$ cat src/rtl/rxdata_if.sv
// Bundle between the hex-word receiver and its neighbours: serial line in, decoded word out.
// Latency: none, wires only.
// Backpressure: none; the consumer must take stb on the cycle it is high.
interface rxdata_if;
  logic        uart_rx;  // asynchronous serial line, idles high
  logic        stb;      // one-cycle strobe: a complete word was decoded
  logic [31:0] data;     // last decoded word, held between strobes
  logic        err;      // one-cycle strobe: framing or syntax error

  // The receiver sources the decoded words.
  modport master (
    input  uart_rx,
    output stb,
    output data,
    output err
  );

  // The line driver / word consumer side.
  modport slave (
    output uart_rx,
    input  stb,
    input  data,
    input  err
  );
endinterface

$ cat src/rtl/rxdata.sv
// Decodes "0x" + 8 hex digits + "\r\n" (or "\n") lines from an 8N1 serial line into 32-bit words.
// Latency: stb/err rise 1 clock after the stop-bit sample (2 sync clocks + baud timing from the pin).
// Backpressure: none; stb/err are single-cycle pulses.  Optional macro RXDATA_ERR_EN enables
// o_err pulses and stop-bit checking; without it err is tied low and every stop bit is accepted.
module rxdata #(
  parameter int CLOCKS_PER_BAUD = 1250
) (
  input  logic      i_clk,
  input  logic      i_reset,
  rxdata_if.master  bus
);

  localparam int CW = $clog2(CLOCKS_PER_BAUD);
  localparam logic [CW-1:0] HALF_LOAD = CW'(CLOCKS_PER_BAUD / 2 - 1);
  localparam logic [CW-1:0] FULL_LOAD = CW'(CLOCKS_PER_BAUD - 1);

  localparam logic [7:0] CH_0    = 8'h30;  // '0'
  localparam logic [7:0] CH_X_LO = 8'h78;  // 'x'
  localparam logic [7:0] CH_X_UP = 8'h58;  // 'X'
  localparam logic [7:0] CH_CR   = 8'h0d;
  localparam logic [7:0] CH_LF   = 8'h0a;

  // ---------------------------------------------------------------------------
  // Bit-level 8N1 receiver
  // ---------------------------------------------------------------------------
  typedef enum logic [2:0] {
    RX_WAIT,
    RX_IDLE,
    RX_START,
    RX_DATA,
    RX_STOP
  } rx_state_t;

  logic [1:0]    rx_sync;
  logic          rx_s;
  rx_state_t     rx_state, rx_next;
  logic [CW-1:0] baud_cnt, baud_cnt_n;
  logic [2:0]    bit_idx, bit_idx_n;
  logic [7:0]    rx_shift, rx_shift_n;
  logic          byte_vld, byte_vld_n;
  logic          frame_err, frame_err_n;
  logic [7:0]    byte_dat;

  // Two-flop synchronizer; resets low so RX_WAIT only leaves on a real idle-high line.
  always_ff @(posedge i_clk) begin
    if (i_reset) begin
      rx_sync <= 2'b00;
    end else begin
      rx_sync <= {rx_sync[0], bus.uart_rx};
    end
  end

  assign rx_s = rx_sync[1];

  // The shift register is only written in RX_DATA, so it is stable while byte_vld is high.
  assign byte_dat = rx_shift;

  // Bit receiver state register.
  always_ff @(posedge i_clk) begin
    if (i_reset) begin
      rx_state  <= RX_WAIT;
      baud_cnt  <= '0;
      bit_idx   <= '0;
      rx_shift  <= '0;
      byte_vld  <= 1'b0;
      frame_err <= 1'b0;
    end else begin
      rx_state  <= rx_next;
      baud_cnt  <= baud_cnt_n;
      bit_idx   <= bit_idx_n;
      rx_shift  <= rx_shift_n;
      byte_vld  <= byte_vld_n;
      frame_err <= frame_err_n;
    end
  end

  // Bit receiver next-state: half-bit delay to the start-bit centre, then whole bits.
  always_comb begin
    rx_next     = rx_state;
    baud_cnt_n  = baud_cnt;
    bit_idx_n   = bit_idx;
    rx_shift_n  = rx_shift;
    byte_vld_n  = 1'b0;
    frame_err_n = 1'b0;
    case (rx_state)
      RX_WAIT: begin
        // Reset may have landed mid-byte; wait for the line to go idle first.
        if (rx_s) rx_next = RX_IDLE;
      end
      RX_IDLE: begin
        if (!rx_s) begin
          baud_cnt_n = HALF_LOAD;
          rx_next    = RX_START;
        end
      end
      RX_START: begin
        if (baud_cnt == '0) begin
          if (rx_s) begin
            // Line came back high before mid start bit: a glitch, not a byte.
            rx_next = RX_IDLE;
          end else begin
            baud_cnt_n = FULL_LOAD;
            bit_idx_n  = 3'd0;
            rx_next    = RX_DATA;
          end
        end else begin
          baud_cnt_n = baud_cnt - 1'b1;
        end
      end
      RX_DATA: begin
        if (baud_cnt == '0) begin
          rx_shift_n = {rx_s, rx_shift[7:1]};  // LSB arrives first
          baud_cnt_n = FULL_LOAD;
          if (bit_idx == 3'd7) begin
            rx_next = RX_STOP;
          end else begin
            bit_idx_n = bit_idx + 3'd1;
          end
        end else begin
          baud_cnt_n = baud_cnt - 1'b1;
        end
      end
      RX_STOP: begin
        if (baud_cnt == '0) begin
          // Back to idle right at mid stop bit so the next start edge is not missed.
          rx_next = RX_IDLE;
`ifdef RXDATA_ERR_EN
          if (rx_s) begin
            byte_vld_n = 1'b1;
          end else begin
            frame_err_n = 1'b1;
          end
`else
          byte_vld_n = 1'b1;
`endif
        end else begin
          baud_cnt_n = baud_cnt - 1'b1;
        end
      end
      default: rx_next = RX_WAIT;
    endcase
  end

  // ---------------------------------------------------------------------------
  // Character parser
  // ---------------------------------------------------------------------------
  typedef enum logic [2:0] {
    P_IDLE,
    P_ZERO,
    P_HEX,
    P_END,
    P_CR
  } p_state_t;

  p_state_t    p_state, p_next;
  logic [31:0] hex_shift, hex_shift_n;
  logic [3:0]  hex_cnt, hex_cnt_n;
  logic        stb_q, stb_n;
  logic [31:0] data_q, data_n;
  logic        syntax_err;
  logic [4:0]  hex_nib;  // {is_hex, value}

  // ASCII hex digit to nibble; letters map via their low nibble plus 9.
  function automatic logic [4:0] hex_val(input logic [7:0] c);
    logic [4:0] r;
    r = 5'd0;
    if (c >= 8'h30 && c <= 8'h39) begin
      r = {1'b1, c[3:0]};
    end else if ((c >= 8'h41 && c <= 8'h46) || (c >= 8'h61 && c <= 8'h66)) begin
      r = {1'b1, c[3:0] + 4'd9};
    end
    return r;
  endfunction

  assign hex_nib = hex_val(byte_dat);

  // Parser state and output registers.
  always_ff @(posedge i_clk) begin
    if (i_reset) begin
      p_state   <= P_IDLE;
      hex_shift <= '0;
      hex_cnt   <= '0;
      stb_q     <= 1'b0;
      data_q    <= '0;
    end else begin
      p_state   <= p_next;
      hex_shift <= hex_shift_n;
      hex_cnt   <= hex_cnt_n;
      stb_q     <= stb_n;
      data_q    <= data_n;
    end
  end

  // Parser next-state: advances once per accepted byte; framing errors drop the word.
  always_comb begin
    p_next      = p_state;
    hex_shift_n = hex_shift;
    hex_cnt_n   = hex_cnt;
    stb_n       = 1'b0;
    data_n      = data_q;
    syntax_err  = 1'b0;
    if (frame_err) begin
      p_next = P_IDLE;
    end else if (byte_vld) begin
      case (p_state)
        P_IDLE: begin
          // Stray bytes between words are ignored silently.
          if (byte_dat == CH_0) p_next = P_ZERO;
        end
        P_ZERO: begin
          if (byte_dat == CH_X_LO || byte_dat == CH_X_UP) begin
            p_next      = P_HEX;
            hex_shift_n = '0;
            hex_cnt_n   = '0;
          end else if (byte_dat != CH_0) begin
            syntax_err = 1'b1;
          end
        end
        P_HEX: begin
          if (hex_nib[4]) begin
            hex_shift_n = {hex_shift[27:0], hex_nib[3:0]};
            hex_cnt_n   = hex_cnt + 4'd1;
            if (hex_cnt == 4'd7) p_next = P_END;
          end else begin
            syntax_err = 1'b1;
          end
        end
        P_END: begin
          if (byte_dat == CH_LF) begin
            stb_n  = 1'b1;
            data_n = hex_shift;
            p_next = P_IDLE;
          end else if (byte_dat == CH_CR) begin
            p_next = P_CR;
          end else begin
            syntax_err = 1'b1;  // includes a ninth hex digit
          end
        end
        P_CR: begin
          if (byte_dat == CH_LF) begin
            stb_n  = 1'b1;
            data_n = hex_shift;
            p_next = P_IDLE;
          end else begin
            syntax_err = 1'b1;
          end
        end
        default: p_next = P_IDLE;
      endcase
      // An erroring '0' is likely the start of the next word, so resync straight into P_ZERO.
      if (syntax_err) p_next = (byte_dat == CH_0) ? P_ZERO : P_IDLE;
    end
  end

  assign bus.stb  = stb_q;
  assign bus.data = data_q;

`ifdef RXDATA_ERR_EN
  logic err_q;

  // Error pulse lands on the same edge a strobe would have.
  always_ff @(posedge i_clk) begin
    if (i_reset) begin
      err_q <= 1'b0;
    end else begin
      err_q <= frame_err | (byte_vld & syntax_err);
    end
  end

  assign bus.err = err_q;
`else
  assign bus.err = 1'b0;
`endif

endmodule
$ cat src/flat_wrapper.sv
// flat-port wrapper written by rule: the top's interface ports become plain ports
module rxdata_flat 
#(
  parameter int CLOCKS_PER_BAUD = 1250
)
  (i_clk, i_reset, bus_uart_rx, bus_stb, bus_data, bus_err);
  rxdata_if bus_i ();
  input  logic i_clk;
  input  logic i_reset;
  input wire logic [$bits(bus_i.uart_rx)-1:0] bus_uart_rx;
  output wire logic [$bits(bus_i.stb)-1:0] bus_stb;
  output wire logic [$bits(bus_i.data)-1:0] bus_data;
  output wire logic [$bits(bus_i.err)-1:0] bus_err;
  assign bus_i.uart_rx = bus_uart_rx;
  assign bus_stb = bus_i.stb;
  assign bus_data = bus_i.data;
  assign bus_err = bus_i.err;
  rxdata #(.CLOCKS_PER_BAUD(CLOCKS_PER_BAUD)) u_core (.i_clk(i_clk), .i_reset(i_reset), .bus(bus_i));
endmodule
$ cat config.mk
export PLATFORM = sky130hd
export DESIGN_NAME = rxdata_flat
export DESIGN_NICKNAME = d
export VERILOG_FILES = /design/src/rtl/rxdata_if.sv /design/src/rtl/rxdata.sv /design/src/flat_wrapper.sv
export SDC_FILE = /design/constraint.sdc
export NUM_CORES = 1
export LEC_CHECK = 0
export ABC_CLOCK_PERIOD_IN_PS = 2700
export CAP_MARGIN = 20
export CORE_MARGIN = 1
export CORE_UTILIZATION = 40
export DETAILED_ROUTE_END_ITERATION = 6
export GPL_ROUTABILITY_DRIVEN = 0
export HOLD_SLACK_MARGIN = 0.12
export PLACE_DENSITY = 0.56
export SLEW_MARGIN = 0
export SYNTH_ARGS = -nofsm -noshare
export SYNTH_HDL_FRONTEND = slang
export SYNTH_SLANG_ARGS = --single-unit
$ cat constraint.sdc
create_clock -name i_clk -period 2.7 [get_ports i_clk]
set_input_delay 0.675 -clock i_clk [delete_from_list [all_inputs] [get_ports i_clk]]
set_output_delay 0.675 -clock i_clk [all_outputs]
set_load 0.05 [all_outputs]
==> flow_metrics.py <==
metrics = {
    "routing": {
        "route.detailed.drc": 0,
        "vias_after_detailed_routing": 3391,
        "ant_nets": 0,
        "drt-vias-per-instance": 5.22,
        "drtIter0Drc": 101,
        "finalWirelength_um": 8990,
        "avgRoutedWirePerCell_um": 13.8,
        "dr.pass1.iters": 6,
    },
    "sta": {
        "setup_viol_count_final": 0,
        "max_slew_margin_pct": 63.0,
        "slew_viol_final": 0,
        "rsz0062_at_grt": "false",
        "finClkSkew_ns": 0.00941,
        "totalNegativeSetupSlack_ns": 0,
        "tightest_slew_ns": 0.554,
        "finalCritPeriodShare_pct": 91.2,
        "final_hold_violation_count": 0,
        "fmaxAchievable_ghz": 0.406,
        "finalWorstPathRequiredPeriod_ns": 2.46,
    },
    "clock_network": {
        "clk_root_buffer_cell": "clkbuf_8",
        "cts_made_buffers": 9,
        "cts.htree.levels": 3,
        "post_cts_resized": 0,
        "cts_setup_buffers": 0,
        "clock_pin_slew_worst_setup_and_hold_paths_ns": 0.10,
        "cts.sinks": 100,
        "worst_skew_pair_later_pin_latency_ns": 0.36,
        "cts_hold_buffers": 0,
        "clk_path_buf_depth": 2,
        "cts_tree": "yes",
    },
    "final_layout": {
        "fillers": 1059,
        "n_antenna_cell": 0,
        "multi_input_area_um2": 2000,
        "num-nets-final": 520,
        "area.sequential_um2": 2000,
        "synthToLayoutAreaGrowth_pct": 14.5,
        "final_cell_count_no_fill": 650,
        "drive_gt1_share_pct": 8.37,
    },
    "placement": {
        "dp_cell_count": 634,
        "io_buffers": 35,
        "place_hpwl_um": 6090,
    },
    "flow_run": {
        "maxCapViolations": 0,
    },
    "worst_setup_path": {
        "worstSetupEndpointType": "register",
        "worst_r2r_startpoint": "u_core.baud_cnt[0]$_SDFFE_PP0P_",
        "cp_common_cell": "a21oi_1",
        "timing_worst_setup_path_type": "register to register",
        "critical_path.startpoint": "u_core.baud_cnt[0]$_SDFFE_PP0P_",
        "cell_chain_critical_path": "inv_1, ha_1, or4b_1, or4_4, a21oi_4, a21oi_1, o21ai_1, a21oi_1",
        "worstPathRequired_ns": 2.95,
        "reg2reg_depth": 8,
        "critical_path.max_fanout": 8,
        "rr_endpoint": "u_core.baud_cnt[9]$_SDFFE_PP0P_",
        "critPathMaxStageDelay_ns": 0.63,
        "critPathLaunchType": "register",
        "critPathSlowestCell": "or4b_1",
        "worst_ep_arrival_time_ns": 2.71,
        "setup.reg_to_reg.worst_slack_ns": 0.24,
    },
    "die": {
        "die_area_um2": 10900,
        "ios": 37,
        "placeableCoreArea_um2": 10300,
        "initial_core_util_pct": 41.0,
        "floorplan.rows": 37,
        "die_w_um": 105,
        "floorplan.die.height_um": 105,
    },
    "grt": {
        "grt_antenna_before_repair": 0,
        "grt_use_total_pct": 17.3,
        "pin_count_of_the_biggest_net_entering_global_routing": 33,
        "overflow": 0,
        "grt_pass1_wl_um": 15300,
        "first_global_vias": 3199,
    },
    "power_and_ir_drop": {
        "p_per_area_nw_per_um2": 732,
        "leakage_nw": 1.65,
        "max-vdd-ir-drop_mv": 0.624,
    },
    "synth": {
        "synth.yosys.warnings": 0,
        "synthesis.instances": 485,
        "synthDistinctLibCells": 63,
        "synth.avg_cell_area_um2": 8.68,
        "synth_edf_count": 0,
        "synth_nets": 496,
        "asyncSetResetFlopFracSynth_pct": 0,
        "synth.cell_area_um2": 4210,
        "ffs_latches_synth": 100,
        "ys_dominant_reg_cell": "dfxtp_1",
        "seq_area_frac_synth_pct": 47.6,
    },
    "worst_hold_path": {
        "hp-start": "u_core.rx_sync[0]$_SDFF_PP0_",
        "holdPathStages": 1,
        "hold_path_class": "register to register",
        "timing.hold.worst_endpoint": "u_core.rx_sync[1]$_SDFF_PP0_",
    },
    "run_status": {
        "run_status": "complete, no violations",
    },
}
layout make-up:
cell class              instances  area share, %
flip-flops and latches        100           41.5
clock buffers                   9           2.57
well taps                     136           3.53
multi-input cells             345           41.5
clock inverters                 7           1.45
inverters                      10          0.779
repair buffers                 43           8.67
synth_stat cells, types with 4 or more instances:
| cell type | number | area [um^2] |
|---|---|---|
| dfxtp_1 | 100 | 2000 |
| nand2_1 | 96 | 360 |
| a21oi_1 | 65 | 325 |
| nor2_1 | 30 | 113 |
| a22o_1 | 29 | 254 |
| clkbuf_1 | 16 | 60.1 |
| nor3_1 | 16 | 80.1 |
| o21ai_0 | 12 | 60.1 |
| inv_1 | 10 | 37.5 |
| nand3_1 | 9 | 45.0 |
| buf_2 | 8 | 40.0 |
| ha_1 | 8 | 100 |
| o21ai_1 | 6 | 30.0 |
| a22oi_1 | 5 | 37.5 |
| nand2b_1 | 4 | 25.0 |
| nor4_1 | 4 | 25.0 |
flip-flops by register name, summed over array words and instances, names as in the netlist:
name              cells
u_core.bus.stb        1
u_core.byte_vld       1
u_core.hex_shift     32
u_core.hex_cnt        4
u_core.rx_state       3
u_core.bit_idx        3
u_core.p_state        3
u_core.byte_dat       8
u_core.bus.data      32
u_core.rx_sync        2
u_core.baud_cnt      11
cell families (layout without fill, tap and decap cells):
group,count (synthesis),in the layout,synth area share (%)
other cells,1,1,0.0891
fa+ha+maj,8,8,2.38
buf+inv,40,69,4.93
mux,4,4,1.01
simple gates,187,187,21.6
flops,100,100,47.6
compound gates,143,143,22.1
xor+xnor,2,2,0.416
layout by cell type, fill, tap and decap left out, types with 4 or more instances in the layout:
cell	instances
a21oi_1	65
a22o_1	29
a22oi_1	5
buf_4	7
clkbuf_8	9
clkdlybuf4s50_1	34
dfxtp_1	100
ha_1	8
inv_1	10
nand2_1	96
nand2b_1	4
nand3_1	9
nor2_1	30
nor3_1	16
nor4_1	4
o21ai_0	12
o21ai_1	6
worst max path at each step:
stage	slack, ns	cells past startpoint	endpoint
floorplan	0.50	9	u_core.baud_cnt[9]$_SDFFE_PP0P_
global placement	0.32	8	u_core.baud_cnt[9]$_SDFFE_PP0P_
detailed placement	0.28	8	u_core.baud_cnt[4]$_SDFFE_PP0P_
CTS	0.25	8	u_core.bit_idx[2]$_SDFFE_PP0P_
global route	0.07	7	u_core.byte_dat[4]$_SDFFE_PP0P_
finish	0.24	8	u_core.baud_cnt[9]$_SDFFE_PP0P_
power by group:
group | switching [mW] | total, mW | internal, mW
logic | 0.606 | 0.968 | 0.361
clock network | 0.566 | 0.924 | 0.358
registers | 0.0936 | 1.64 | 1.54
worst max-delay path, delay by kind of cell (launching register included):
family	cells	cell delay [ns]
simple gates	2	1.18
buf+inv	1	0.09
flops	1	0.35
compound gates	4	0.51
fa+ha+maj	1	0.21
metrics by stage:
| stage | util, % | area (um^2) | hold WS, ns | power, mW | setup slack, ns |
|---|---|---|---|---|---|
| floorplan | - | 4210 | 0.414 | 2.50 | 0.500 |
| global placement | 45.0 | 4630 | 0.425 | 2.62 | 0.320 |
| detailed placement | 45.0 | 4630 | 0.430 | 2.63 | 0.284 |
| CTS | 46.9 | 4820 | 0.455 | 3.57 | 0.251 |
| global route | 46.9 | 4820 | 0.472 | 3.76 | 0.0689 |
| finish | 46.9 | 4820 | 0.450 | 3.53 | 0.237 |
layer usage:
metal  share of wire [%]  vias up  wire length (um)  track usage (%)
met5                   0        -                 0                0
met4                 1.8        0               161             5.13
met3                 2.1       14               191             3.93
met2                  46       29              4160             28.6
met1                  50     1591              4480             22.4
li1                    -     1757                 -                -
Power figures use the tool's default switching activity.
